==> src/rtl/dmem_arbiter_if.sv <==
// Bus bundle between the MEM stage, the debug unit, the data memory and
// dmem_arbiter. The slave view is the arbiter's; the master view is the
// surrounding environment's.
interface dmem_arbiter_if #(
   parameter int NB_DATA_BUS = 32,
   parameter int NB_ADDRESS  = 6
);
   // CPU side
   logic                   i_cpu_r_en;
   logic [NB_ADDRESS-1:0]  i_cpu_r_addr;
   logic                   i_cpu_r_signing;
   logic [1:0]             i_cpu_r_addressing;
   logic                   i_cpu_w_en;
   logic [NB_ADDRESS-1:0]  i_cpu_w_addr;
   logic [NB_DATA_BUS-1:0] i_cpu_w_data;
   logic [1:0]             i_cpu_w_addressing;
   logic [NB_DATA_BUS-1:0] o_cpu_r_data;
   logic                   o_cpu_stall;

   // Debug side
   logic                   i_dbg_halted;
   logic                   i_dbg_dump_start;
   logic                   i_dbg_ready;
   logic                   o_dbg_valid;
   logic [NB_DATA_BUS-1:0] o_dbg_data;
   logic [NB_ADDRESS-1:0]  o_dbg_addr;
   logic                   o_dbg_done;

   // Memory side
   logic                   o_mem_r_en;
   logic [NB_ADDRESS-1:0]  o_mem_r_addr;
   logic                   o_mem_r_signing;
   logic [1:0]             o_mem_r_addressing;
   logic                   o_mem_w_en;
   logic [NB_ADDRESS-1:0]  o_mem_w_addr;
   logic [NB_DATA_BUS-1:0] o_mem_w_data;
   logic [1:0]             o_mem_w_addressing;
   logic [NB_DATA_BUS-1:0] i_mem_r_data;

   modport slave (
      input  i_cpu_r_en, i_cpu_r_addr, i_cpu_r_signing, i_cpu_r_addressing,
      input  i_cpu_w_en, i_cpu_w_addr, i_cpu_w_data, i_cpu_w_addressing,
      output o_cpu_r_data, o_cpu_stall,
      input  i_dbg_halted, i_dbg_dump_start, i_dbg_ready,
      output o_dbg_valid, o_dbg_data, o_dbg_addr, o_dbg_done,
      output o_mem_r_en, o_mem_r_addr, o_mem_r_signing, o_mem_r_addressing,
      output o_mem_w_en, o_mem_w_addr, o_mem_w_data, o_mem_w_addressing,
      input  i_mem_r_data
   );

   modport master (
      output i_cpu_r_en, i_cpu_r_addr, i_cpu_r_signing, i_cpu_r_addressing,
      output i_cpu_w_en, i_cpu_w_addr, i_cpu_w_data, i_cpu_w_addressing,
      input  o_cpu_r_data, o_cpu_stall,
      output i_dbg_halted, i_dbg_dump_start, i_dbg_ready,
      input  o_dbg_valid, o_dbg_data, o_dbg_addr, o_dbg_done,
      input  o_mem_r_en, o_mem_r_addr, o_mem_r_signing, o_mem_r_addressing,
      input  o_mem_w_en, o_mem_w_addr, o_mem_w_data, o_mem_w_addressing,
      output i_mem_r_data
   );
endinterface

==> src/rtl/dmem_arbiter.sv <==
// Data-memory arbiter: the CPU owns memory through a combinational
// passthrough; a debug dump request (while halted) hands memory to an FSM
// that streams every word, in ascending order, over valid/ready.
module dmem_arbiter #(
   parameter int NB_DATA_BUS = 32,
   parameter int N_ADDRESS   = 64,
   parameter int NB_ADDRESS  = $clog2(N_ADDRESS)
) (
   input  logic         i_clk,
   input  logic         i_reset,
   dmem_arbiter_if.slave bus
);
   localparam int N_WORDS = N_ADDRESS / 4;
   localparam int NB_CNT  = NB_ADDRESS - 2;

   typedef enum logic [2:0] {
      ST_IDLE,
      ST_RD,
      ST_WAIT,
      ST_SEND,
      ST_DONE
   } state_t;

   state_t                 r_state;
   state_t                 w_state_next;
   logic [NB_CNT-1:0]      r_cnt;
   logic [NB_CNT-1:0]      w_cnt_next;
   logic                   r_pending;
   logic                   w_pending_next;
   logic                   r_dbg_valid;
   logic                   w_dbg_valid_next;
   logic [NB_DATA_BUS-1:0] r_dbg_data;
   logic [NB_DATA_BUS-1:0] w_dbg_data_next;
   logic [NB_ADDRESS-1:0]  r_dbg_addr;
   logic [NB_ADDRESS-1:0]  w_dbg_addr_next;

   logic                   w_req;
   logic                   w_handshake;
   logic                   w_last;
   logic [NB_ADDRESS-1:0]  w_word_addr;

   assign w_req       = r_pending | bus.i_dbg_dump_start;
   assign w_handshake = r_dbg_valid & bus.i_dbg_ready;
   assign w_last      = (r_cnt == NB_CNT'(N_WORDS - 1));
   assign w_word_addr = {r_cnt, 2'b00};

   // State and dump datapath registers
   always_ff @(posedge i_clk) begin
      if (i_reset) begin
         r_state     <= ST_IDLE;
         r_cnt       <= '0;
         r_pending   <= 1'b0;
         r_dbg_valid <= 1'b0;
         r_dbg_data  <= '0;
         r_dbg_addr  <= '0;
      end else begin
         r_state     <= w_state_next;
         r_cnt       <= w_cnt_next;
         r_pending   <= w_pending_next;
         r_dbg_valid <= w_dbg_valid_next;
         r_dbg_data  <= w_dbg_data_next;
         r_dbg_addr  <= w_dbg_addr_next;
      end
   end

   // Next-state logic: request latching, word fetch and handshake sequencing
   always_comb begin
      w_state_next     = r_state;
      w_cnt_next       = r_cnt;
      w_pending_next   = 1'b0;
      w_dbg_valid_next = r_dbg_valid;
      w_dbg_data_next  = r_dbg_data;
      w_dbg_addr_next  = r_dbg_addr;
      case (r_state)
         ST_IDLE: begin
            // a request waits here until the CPU is halted
            w_pending_next = w_req;
            if (w_req && bus.i_dbg_halted) begin
               w_state_next   = ST_RD;
               w_pending_next = 1'b0;
            end
         end
         ST_RD: w_state_next = ST_WAIT;
         ST_WAIT: begin
            w_dbg_data_next  = bus.i_mem_r_data;
            w_dbg_addr_next  = w_word_addr;
            w_dbg_valid_next = 1'b1;
            w_state_next     = ST_SEND;
         end
         ST_SEND: begin
            if (w_handshake) begin
               w_dbg_valid_next = 1'b0;
               if (w_last) begin
                  w_cnt_next   = '0;
                  w_state_next = ST_DONE;
               end else begin
                  w_cnt_next   = r_cnt + 1'b1;
                  w_state_next = ST_RD;
               end
            end
         end
         ST_DONE: w_state_next = ST_IDLE;
         default: w_state_next = ST_IDLE;
      endcase
   end

   // Memory port mux: CPU passthrough in IDLE, dump read in RD, quiet otherwise
   always_comb begin
      bus.o_mem_r_en         = 1'b0;
      bus.o_mem_r_addr       = '0;
      bus.o_mem_r_signing    = 1'b0;
      bus.o_mem_r_addressing = 2'b00;
      bus.o_mem_w_en         = 1'b0;
      bus.o_mem_w_addr       = '0;
      bus.o_mem_w_data       = '0;
      bus.o_mem_w_addressing = 2'b00;
      if (r_state == ST_IDLE) begin
         bus.o_mem_r_en         = bus.i_cpu_r_en;
         bus.o_mem_r_addr       = bus.i_cpu_r_addr;
         bus.o_mem_r_signing    = bus.i_cpu_r_signing;
         bus.o_mem_r_addressing = bus.i_cpu_r_addressing;
         bus.o_mem_w_en         = bus.i_cpu_w_en;
         bus.o_mem_w_addr       = bus.i_cpu_w_addr;
         bus.o_mem_w_data       = bus.i_cpu_w_data;
         bus.o_mem_w_addressing = bus.i_cpu_w_addressing;
      end else if (r_state == ST_RD) begin
         bus.o_mem_r_en         = 1'b1;
         bus.o_mem_r_addr       = w_word_addr;
         bus.o_mem_r_addressing = 2'b11;
      end
   end

   assign bus.o_cpu_r_data = bus.i_mem_r_data;
   assign bus.o_cpu_stall  = (r_state != ST_IDLE);
   assign bus.o_dbg_valid  = r_dbg_valid;
   assign bus.o_dbg_data   = r_dbg_data;
   assign bus.o_dbg_addr   = r_dbg_addr;
   assign bus.o_dbg_done   = (r_state == ST_DONE);

endmodule

==> src/flat_wrapper.sv <==
// flat-port wrapper written by rule: the top's interface ports become plain ports
module dmem_arbiter_flat 
#(
   parameter int NB_DATA_BUS = 32,
   parameter int N_ADDRESS   = 64,
   parameter int NB_ADDRESS  = $clog2(N_ADDRESS)
)
  (i_clk, i_reset, bus_i_cpu_r_en, bus_i_cpu_r_addr, bus_i_cpu_r_signing, bus_i_cpu_r_addressing, bus_i_cpu_w_en, bus_i_cpu_w_addr, bus_i_cpu_w_data, bus_i_cpu_w_addressing, bus_o_cpu_r_data, bus_o_cpu_stall, bus_i_dbg_halted, bus_i_dbg_dump_start, bus_i_dbg_ready, bus_o_dbg_valid, bus_o_dbg_data, bus_o_dbg_addr, bus_o_dbg_done, bus_o_mem_r_en, bus_o_mem_r_addr, bus_o_mem_r_signing, bus_o_mem_r_addressing, bus_o_mem_w_en, bus_o_mem_w_addr, bus_o_mem_w_data, bus_o_mem_w_addressing, bus_i_mem_r_data);
  dmem_arbiter_if #(.NB_DATA_BUS(NB_DATA_BUS), .NB_ADDRESS(NB_ADDRESS)) bus_i ();
  input  logic i_clk;
  input  logic i_reset;
  input wire logic [$bits(bus_i.i_cpu_r_en)-1:0] bus_i_cpu_r_en;
  input wire logic [$bits(bus_i.i_cpu_r_addr)-1:0] bus_i_cpu_r_addr;
  input wire logic [$bits(bus_i.i_cpu_r_signing)-1:0] bus_i_cpu_r_signing;
  input wire logic [$bits(bus_i.i_cpu_r_addressing)-1:0] bus_i_cpu_r_addressing;
  input wire logic [$bits(bus_i.i_cpu_w_en)-1:0] bus_i_cpu_w_en;
  input wire logic [$bits(bus_i.i_cpu_w_addr)-1:0] bus_i_cpu_w_addr;
  input wire logic [$bits(bus_i.i_cpu_w_data)-1:0] bus_i_cpu_w_data;
  input wire logic [$bits(bus_i.i_cpu_w_addressing)-1:0] bus_i_cpu_w_addressing;
  output wire logic [$bits(bus_i.o_cpu_r_data)-1:0] bus_o_cpu_r_data;
  output wire logic [$bits(bus_i.o_cpu_stall)-1:0] bus_o_cpu_stall;
  input wire logic [$bits(bus_i.i_dbg_halted)-1:0] bus_i_dbg_halted;
  input wire logic [$bits(bus_i.i_dbg_dump_start)-1:0] bus_i_dbg_dump_start;
  input wire logic [$bits(bus_i.i_dbg_ready)-1:0] bus_i_dbg_ready;
  output wire logic [$bits(bus_i.o_dbg_valid)-1:0] bus_o_dbg_valid;
  output wire logic [$bits(bus_i.o_dbg_data)-1:0] bus_o_dbg_data;
  output wire logic [$bits(bus_i.o_dbg_addr)-1:0] bus_o_dbg_addr;
  output wire logic [$bits(bus_i.o_dbg_done)-1:0] bus_o_dbg_done;
  output wire logic [$bits(bus_i.o_mem_r_en)-1:0] bus_o_mem_r_en;
  output wire logic [$bits(bus_i.o_mem_r_addr)-1:0] bus_o_mem_r_addr;
  output wire logic [$bits(bus_i.o_mem_r_signing)-1:0] bus_o_mem_r_signing;
  output wire logic [$bits(bus_i.o_mem_r_addressing)-1:0] bus_o_mem_r_addressing;
  output wire logic [$bits(bus_i.o_mem_w_en)-1:0] bus_o_mem_w_en;
  output wire logic [$bits(bus_i.o_mem_w_addr)-1:0] bus_o_mem_w_addr;
  output wire logic [$bits(bus_i.o_mem_w_data)-1:0] bus_o_mem_w_data;
  output wire logic [$bits(bus_i.o_mem_w_addressing)-1:0] bus_o_mem_w_addressing;
  input wire logic [$bits(bus_i.i_mem_r_data)-1:0] bus_i_mem_r_data;
  assign bus_i.i_cpu_r_en = bus_i_cpu_r_en;
  assign bus_i.i_cpu_r_addr = bus_i_cpu_r_addr;
  assign bus_i.i_cpu_r_signing = bus_i_cpu_r_signing;
  assign bus_i.i_cpu_r_addressing = bus_i_cpu_r_addressing;
  assign bus_i.i_cpu_w_en = bus_i_cpu_w_en;
  assign bus_i.i_cpu_w_addr = bus_i_cpu_w_addr;
  assign bus_i.i_cpu_w_data = bus_i_cpu_w_data;
  assign bus_i.i_cpu_w_addressing = bus_i_cpu_w_addressing;
  assign bus_o_cpu_r_data = bus_i.o_cpu_r_data;
  assign bus_o_cpu_stall = bus_i.o_cpu_stall;
  assign bus_i.i_dbg_halted = bus_i_dbg_halted;
  assign bus_i.i_dbg_dump_start = bus_i_dbg_dump_start;
  assign bus_i.i_dbg_ready = bus_i_dbg_ready;
  assign bus_o_dbg_valid = bus_i.o_dbg_valid;
  assign bus_o_dbg_data = bus_i.o_dbg_data;
  assign bus_o_dbg_addr = bus_i.o_dbg_addr;
  assign bus_o_dbg_done = bus_i.o_dbg_done;
  assign bus_o_mem_r_en = bus_i.o_mem_r_en;
  assign bus_o_mem_r_addr = bus_i.o_mem_r_addr;
  assign bus_o_mem_r_signing = bus_i.o_mem_r_signing;
  assign bus_o_mem_r_addressing = bus_i.o_mem_r_addressing;
  assign bus_o_mem_w_en = bus_i.o_mem_w_en;
  assign bus_o_mem_w_addr = bus_i.o_mem_w_addr;
  assign bus_o_mem_w_data = bus_i.o_mem_w_data;
  assign bus_o_mem_w_addressing = bus_i.o_mem_w_addressing;
  assign bus_i.i_mem_r_data = bus_i_mem_r_data;
  dmem_arbiter #(.NB_DATA_BUS(NB_DATA_BUS), .N_ADDRESS(N_ADDRESS), .NB_ADDRESS(NB_ADDRESS)) u_core (.i_clk(i_clk), .i_reset(i_reset), .bus(bus_i));
endmodule
==> config.mk <==
export PLATFORM = sky130hd
export DESIGN_NAME = dmem_arbiter_flat
export DESIGN_NICKNAME = d
export VERILOG_FILES = /design/src/rtl/dmem_arbiter_if.sv /design/src/rtl/dmem_arbiter.sv /design/src/flat_wrapper.sv
export SDC_FILE = /design/constraint.sdc
export NUM_CORES = 1
export LEC_CHECK = 0
export CORE_AREA = 2 2 90 92
export CTS_BUF_LIST = sky130_fd_sc_hd__clkbuf_4 sky130_fd_sc_hd__clkbuf_8
export DETAILED_ROUTE_END_ITERATION = 10
export DIE_AREA = 0 0 92 94
export PLACE_DENSITY = 0.92
export SLEW_MARGIN = 20
export SYNTH_ARGS = -nofsm -noshare
export SYNTH_HDL_FRONTEND = slang
export SYNTH_SLANG_ARGS = --single-unit
==> constraint.sdc <==
create_clock -name i_clk -period 1.5 [get_ports i_clk]
set_clock_uncertainty 0.05 [all_clocks]
set_input_delay 0.225 -clock i_clk [delete_from_list [all_inputs] [get_ports i_clk]]
set_output_delay 0.225 -clock i_clk [all_outputs]
set_load 0.1 [all_outputs]
# After elaboration in Yosys (flattened, before gate mapping)
# Cells that the tools add are included.
[classes]
eq_ne = 7
n_addsub = 1
bitwise = 3
muxes = 18
n_reduce_logical = 8
[op_table]
columns = ["op", "count"]
rows = [
  ["$mux W32", 1],
  ["$mux W6", 3],
  ["$pmux W3 S4", 1],
  ["$mux W3", 3],
  ["$eq A3 B2 Y1 const B", 2],
  ["$mux W2", 3],
  ["$reduce_and A2 Y1", 3],
  ["$mux W1", 5],
  ["$add A4 B1 Y4 const B", 1],
  ["$eq A4 B4 Y1 const B", 1],
  ["$mux W4", 1],
  ["$ne A2 B1 Y1 const B", 2],
  ["$eq A3 B1 Y1 const B", 1],
  ["$eq A3 B3 Y1 const B", 1],
  ["$logic_not A3 Y1", 1],
  ["$reduce_bool A3 Y1", 1],
  ["$reduce_or A3 Y1", 1],
  ["$pmux W1 S2", 1],
  ["$reduce_bool A2 Y1", 1],
  ["$and A1 B1 Y1", 1],
  ["$logic_and A1 B1 Y1", 1],
  ["$not A1 Y1", 1],
  ["$or A1 B1 Y1", 1],
]
[word_totals]
out_inout_bits = 124
ff_bits = 45
elab_cells = 43
inputBits = 88

# Longest topological paths before layout
# Gate-level depths: netlist of the first run.
[depth]
ltp_word = 4
ltp_mapped = 5
mapped_depth_nobuf = 4

# Worst setup path after synthesis of the first run
# No wires, ideal clock.
[synth_timing]
path_kind = "reg-to-output"
start = "register u_core.r_state[0]"
end = "output port bus_o_mem_r_addr[4]"
stages_incl_launch_ff = 5
n_path_buf = 2
arrival_time_ps = 2819
t_required_ps = 1225
slack_ps = -1594
path_cell_list = "dfxtp_1 > buf_6 > buf_2 > mux2i_1 > nor3_1"
[synth_between]
elab_chain_cells = 3
elab_cells_between_ends = 4
cone_classes = "eq/ne: 1; mux: 2; reduce/logical: 1"
[synth_rtl]
columns = ["item", "line", "source"]
rows = [
  ["from (decl)", "dmem_arbiter.sv:24", "state_t r_state;"],
  ["from (signal assigned)", "dmem_arbiter.sv:57", "r_state <= w_state_next;"],
  ["$eq A3 B1 Y1", "dmem_arbiter.sv:126", "end else if (r_state == ST_RD) begin"],
  ["$mux W6", "dmem_arbiter.sv:126", ""],
  ["$mux W6 (*)", "dmem_arbiter.sv:117", "if (r_state == ST_IDLE) begin"],
  ["to (decl)", "flat_wrapper.sv:30", "output wire logic [$bits(bus_i.o_mem_r_addr)-1:0] bus_o_mem_r_addr;"],
]
# Every way passes the cells marked *; elsewhere a longest branch is shown, timed or not.

# Final worst setup path of the first run
[layout_timing]
start = "register u_core.r_state[0]"
end = "output port bus_o_mem_w_data[30]"
[layout_between]
elab_chain_cells = 2
[layout_rtl]
columns = ["item", "line", "source"]
rows = [
  ["$logic_not A3 Y1", "dmem_arbiter.sv:117", ""],
  ["$mux W32", "dmem_arbiter.sv:117", ""],
  ["to (decl)", "flat_wrapper.sv:35", "output wire logic [$bits(bus_i.o_mem_w_data)-1:0] bus_o_mem_w_data;"],
]
# Every way passes these cells.

==> results of run 1 <==
## metal layers
layer / share of wire [%] / routed length, µm / global-route usage (%) / vias to the layer above
met5: 0 / 0 / 0 / -
met4: 4.5 / 564 / 9.83 / 0
met3: 9.1 / 1130 / 8.51 / 39
met2: 54 / 6740 / 49.2 / 185
met1: 32 / 3990 / 23.5 / 1443
li1: - / - / - / 1380
## registers in the layout, indices dropped and copies added (netlist names)
name,count
u_core.bus.o_dbg_valid,1
u_core.r_pending,1
u_core.r_cnt,4
u_core.bus.o_dbg_addr,4
u_core.r_state,3
u_core.bus.o_dbg_data,32
## worst max path at each step
stage	cells after the start	to
floorplan	4	bus_o_mem_r_addr[4]
detailed placement	4	u_core.r_cnt[2]$_SDFFE_PP0P_
CTS	5	bus_o_mem_w_data[31]
finish	5	bus_o_mem_w_data[30]
global route	5	bus_o_mem_w_data[30]
global placement	4	u_core.r_cnt[2]$_SDFFE_PP0P_
## cell families after synthesis
logic type | synth area share (%)
DFF | 37.5
adders and majority gates | 0.521
other | 0.156
buffers and inverters | 16.2
muxes | 2.14
AOI/OAI and AO/OA | 19.4
and+or+nand+nor | 24.1
## metrics by stage
stage                     power [W]  hold slack (ns)
after floorplan             0.00417            0.253
after global placement      0.00578            0.417
final                       0.00724            0.204
after global routing        0.00740            0.217
after CTS                   0.00703            0.190
after detailed placement    0.00584            0.456
## what timing repair did
item / CTS / global route
setup endpoints to repair: 54 / 93
buffers inserted: 3 / 5
pin swaps: 3 / 1
endpoints found under the hold margin: 0 / 0
gates cloned: 1 / 8
resized for setup: 16 / 37
## cells in the final DEF, fill, tap and decap left out, types with 8 or more instances in the layout
master,synthesis,routed
a21oi_2,0,24
clkdlybuf4s50_1,0,86
buf_6,4,8
buf_4,34,13
nand2_1,40,39
and2_4,0,42
o21ai_0,40,38
a21oi_1,39,15
dfxtp_1,45,41
buf_12,0,125
## report_power, final
group	leakage, nW	internal (W)	switching [W]	total (W)
combinational	2.06	0.00184	0.00295	0.00479
sequential	0.368	0.00126	0.0000779	0.00134
clock	0.0681	0.000662	0.000448	0.00111
## layout make-up
class                      count  area (µm²)
fill                         355        1270
multi-input combinational    205        1430
clock buffer                   5        68.8
tap                          102         128
sequential                    45         913
inverter                       2        7.51
timing repair buffer         240        3720
clock inverter                 3        65.1
==> flow_summary.ini, run 1 <==
[outcome]
outcome = finished with violations
violations = negative setup slack

[clock_network]
cts.sinks = 45
cts_tree = done
clk_path_buf_depth = 2
htree_levels = 2
postCtsHoldBufs = 0
cts_root_buf = clkbuf_8
clk_latency_ns = 0.31
cts_made_buffers = 5
clk_pin_slew_ns = 0.09

[worst_hold_path]
hp-start = i_reset
whs_path_depth = 2
min_path_type = in2reg
hold-path-endpoint = u_core.bus.o_dbg_valid$_SDFFE_PP0P_

[cells_and_area]
post-route-util_pct = 83.3
final_cell_count_no_fill = 602
syn2layout_area_growth_pct = 164
insertedDiodeCount = 0
finish.instance_area_mm2 = 0.00634
nNetsFinal = 588
drive_gt1_share_pct = 50.4

[worst_setup_path]
critical_path_required_ns = 1.22
critPathLaunchType = flip-flop
cp_cell_sequence = nor3_4 > buf_4 > clkbuf_16 > and2_4 > buf_12
slowest_delay_ns = 0.38
cpMaxStageDelayCell = dfxtp_4
critPathCaptureType = output pin
crit_type = reg2out
crit_arrival_ns = 1.54
worstReg2RegEnd = u_core.bus.o_dbg_data[21]$_SDFFE_PP0P_
rr_worst_depth = 8
crit_family = buffers and inverters
cp-startpoint = u_core.r_state[0]$_SDFFE_PP0P_
path_max_fanout = 11
worstReg2RegStart = u_core.r_state[1]$_SDFFE_PP0P_
r2r_slack_ns = -0.15
critPathBufInv = 3

[global_routing]
antenna_found_initial = 0
grt_pass1_wl_um = 16700
grt-ovfl-total = 0
grt_use_total_pct = 25.0
grt_pass1_vias = 3082
grt_max_degree = 37

[synthesis]
yosysTopAreaCellShare_pct = 37.5
ys_warn_count = 0
ys_ff_latch = 45
yosysSeqAreaShare_pct = 37.5
netlist_area_mm2 = 0.00240
netlist_instances = 309
avgSynthCellArea_um2 = 7.77
ys.flop_type = dfxtp_1
synth.area.top_cells = dfxtp_1, and2_1, buf_4, o21ai_0, a21oi_1
ys_async_sr_fraction_pct = 0
yosys.area.top_type = dfxtp_1
synth_cell_type_count = 31
synth_edf_count = 0
ys_top_cells_by_count = and2_1, dfxtp_1, nand2_1, o21ai_0, a21oi_1

[route]
post_drt_via_cell_ratio = 5.06
wirelength_um = 12400
drtPass1Iterations = 5
dr_total_vias = 3047
antenna_left = 0
post_drt_wl_per_cell_um = 20.6
drc = 0
drt-initial-drc-count = 152

[timing]
hold_violations = 0
worstMarginPinSlew_ns = 0.512
min_period_over_period_pct = 121
fin_crit_ns = 1.82
worst_slack_ns = -0.316
grt_setup_unrepaired = yes
slew_headroom_pct = 65.0
setup_tns_ns = -17.12
setup_viol = 91
fmax_mhz = 551
maxSlewViolCount = 0

[power]
power.density_mw_per_mm2 = 1140
ir_drop_v = 0.000623
leakagePower_nw = 2.50

[placed_design]
place_area_mm2 = 0.00579
port_buffers = 209
gp_congestion = 0.783
dpl_worst_slack_ns = -0.0412
dp.cells = 578
hpwl_um = 8290

[floorplanning]
ioPinCount = 212
rows = 32
dieArea_mm2 = 0.00865
initial_core_util_pct = 31.6
die_h_um = 94
core-area_mm2 = 0.00761
die_x_um = 92

[run]
max_cap_viol_count = 0
Power figures use the tool's default switching activity.
==> run 2, diff against run 1 <==
Settings changed: CAP_MARGIN from default to 20.
==> results of run 2 <==
Final layout, timing and power as in run 1 (identical DEF).
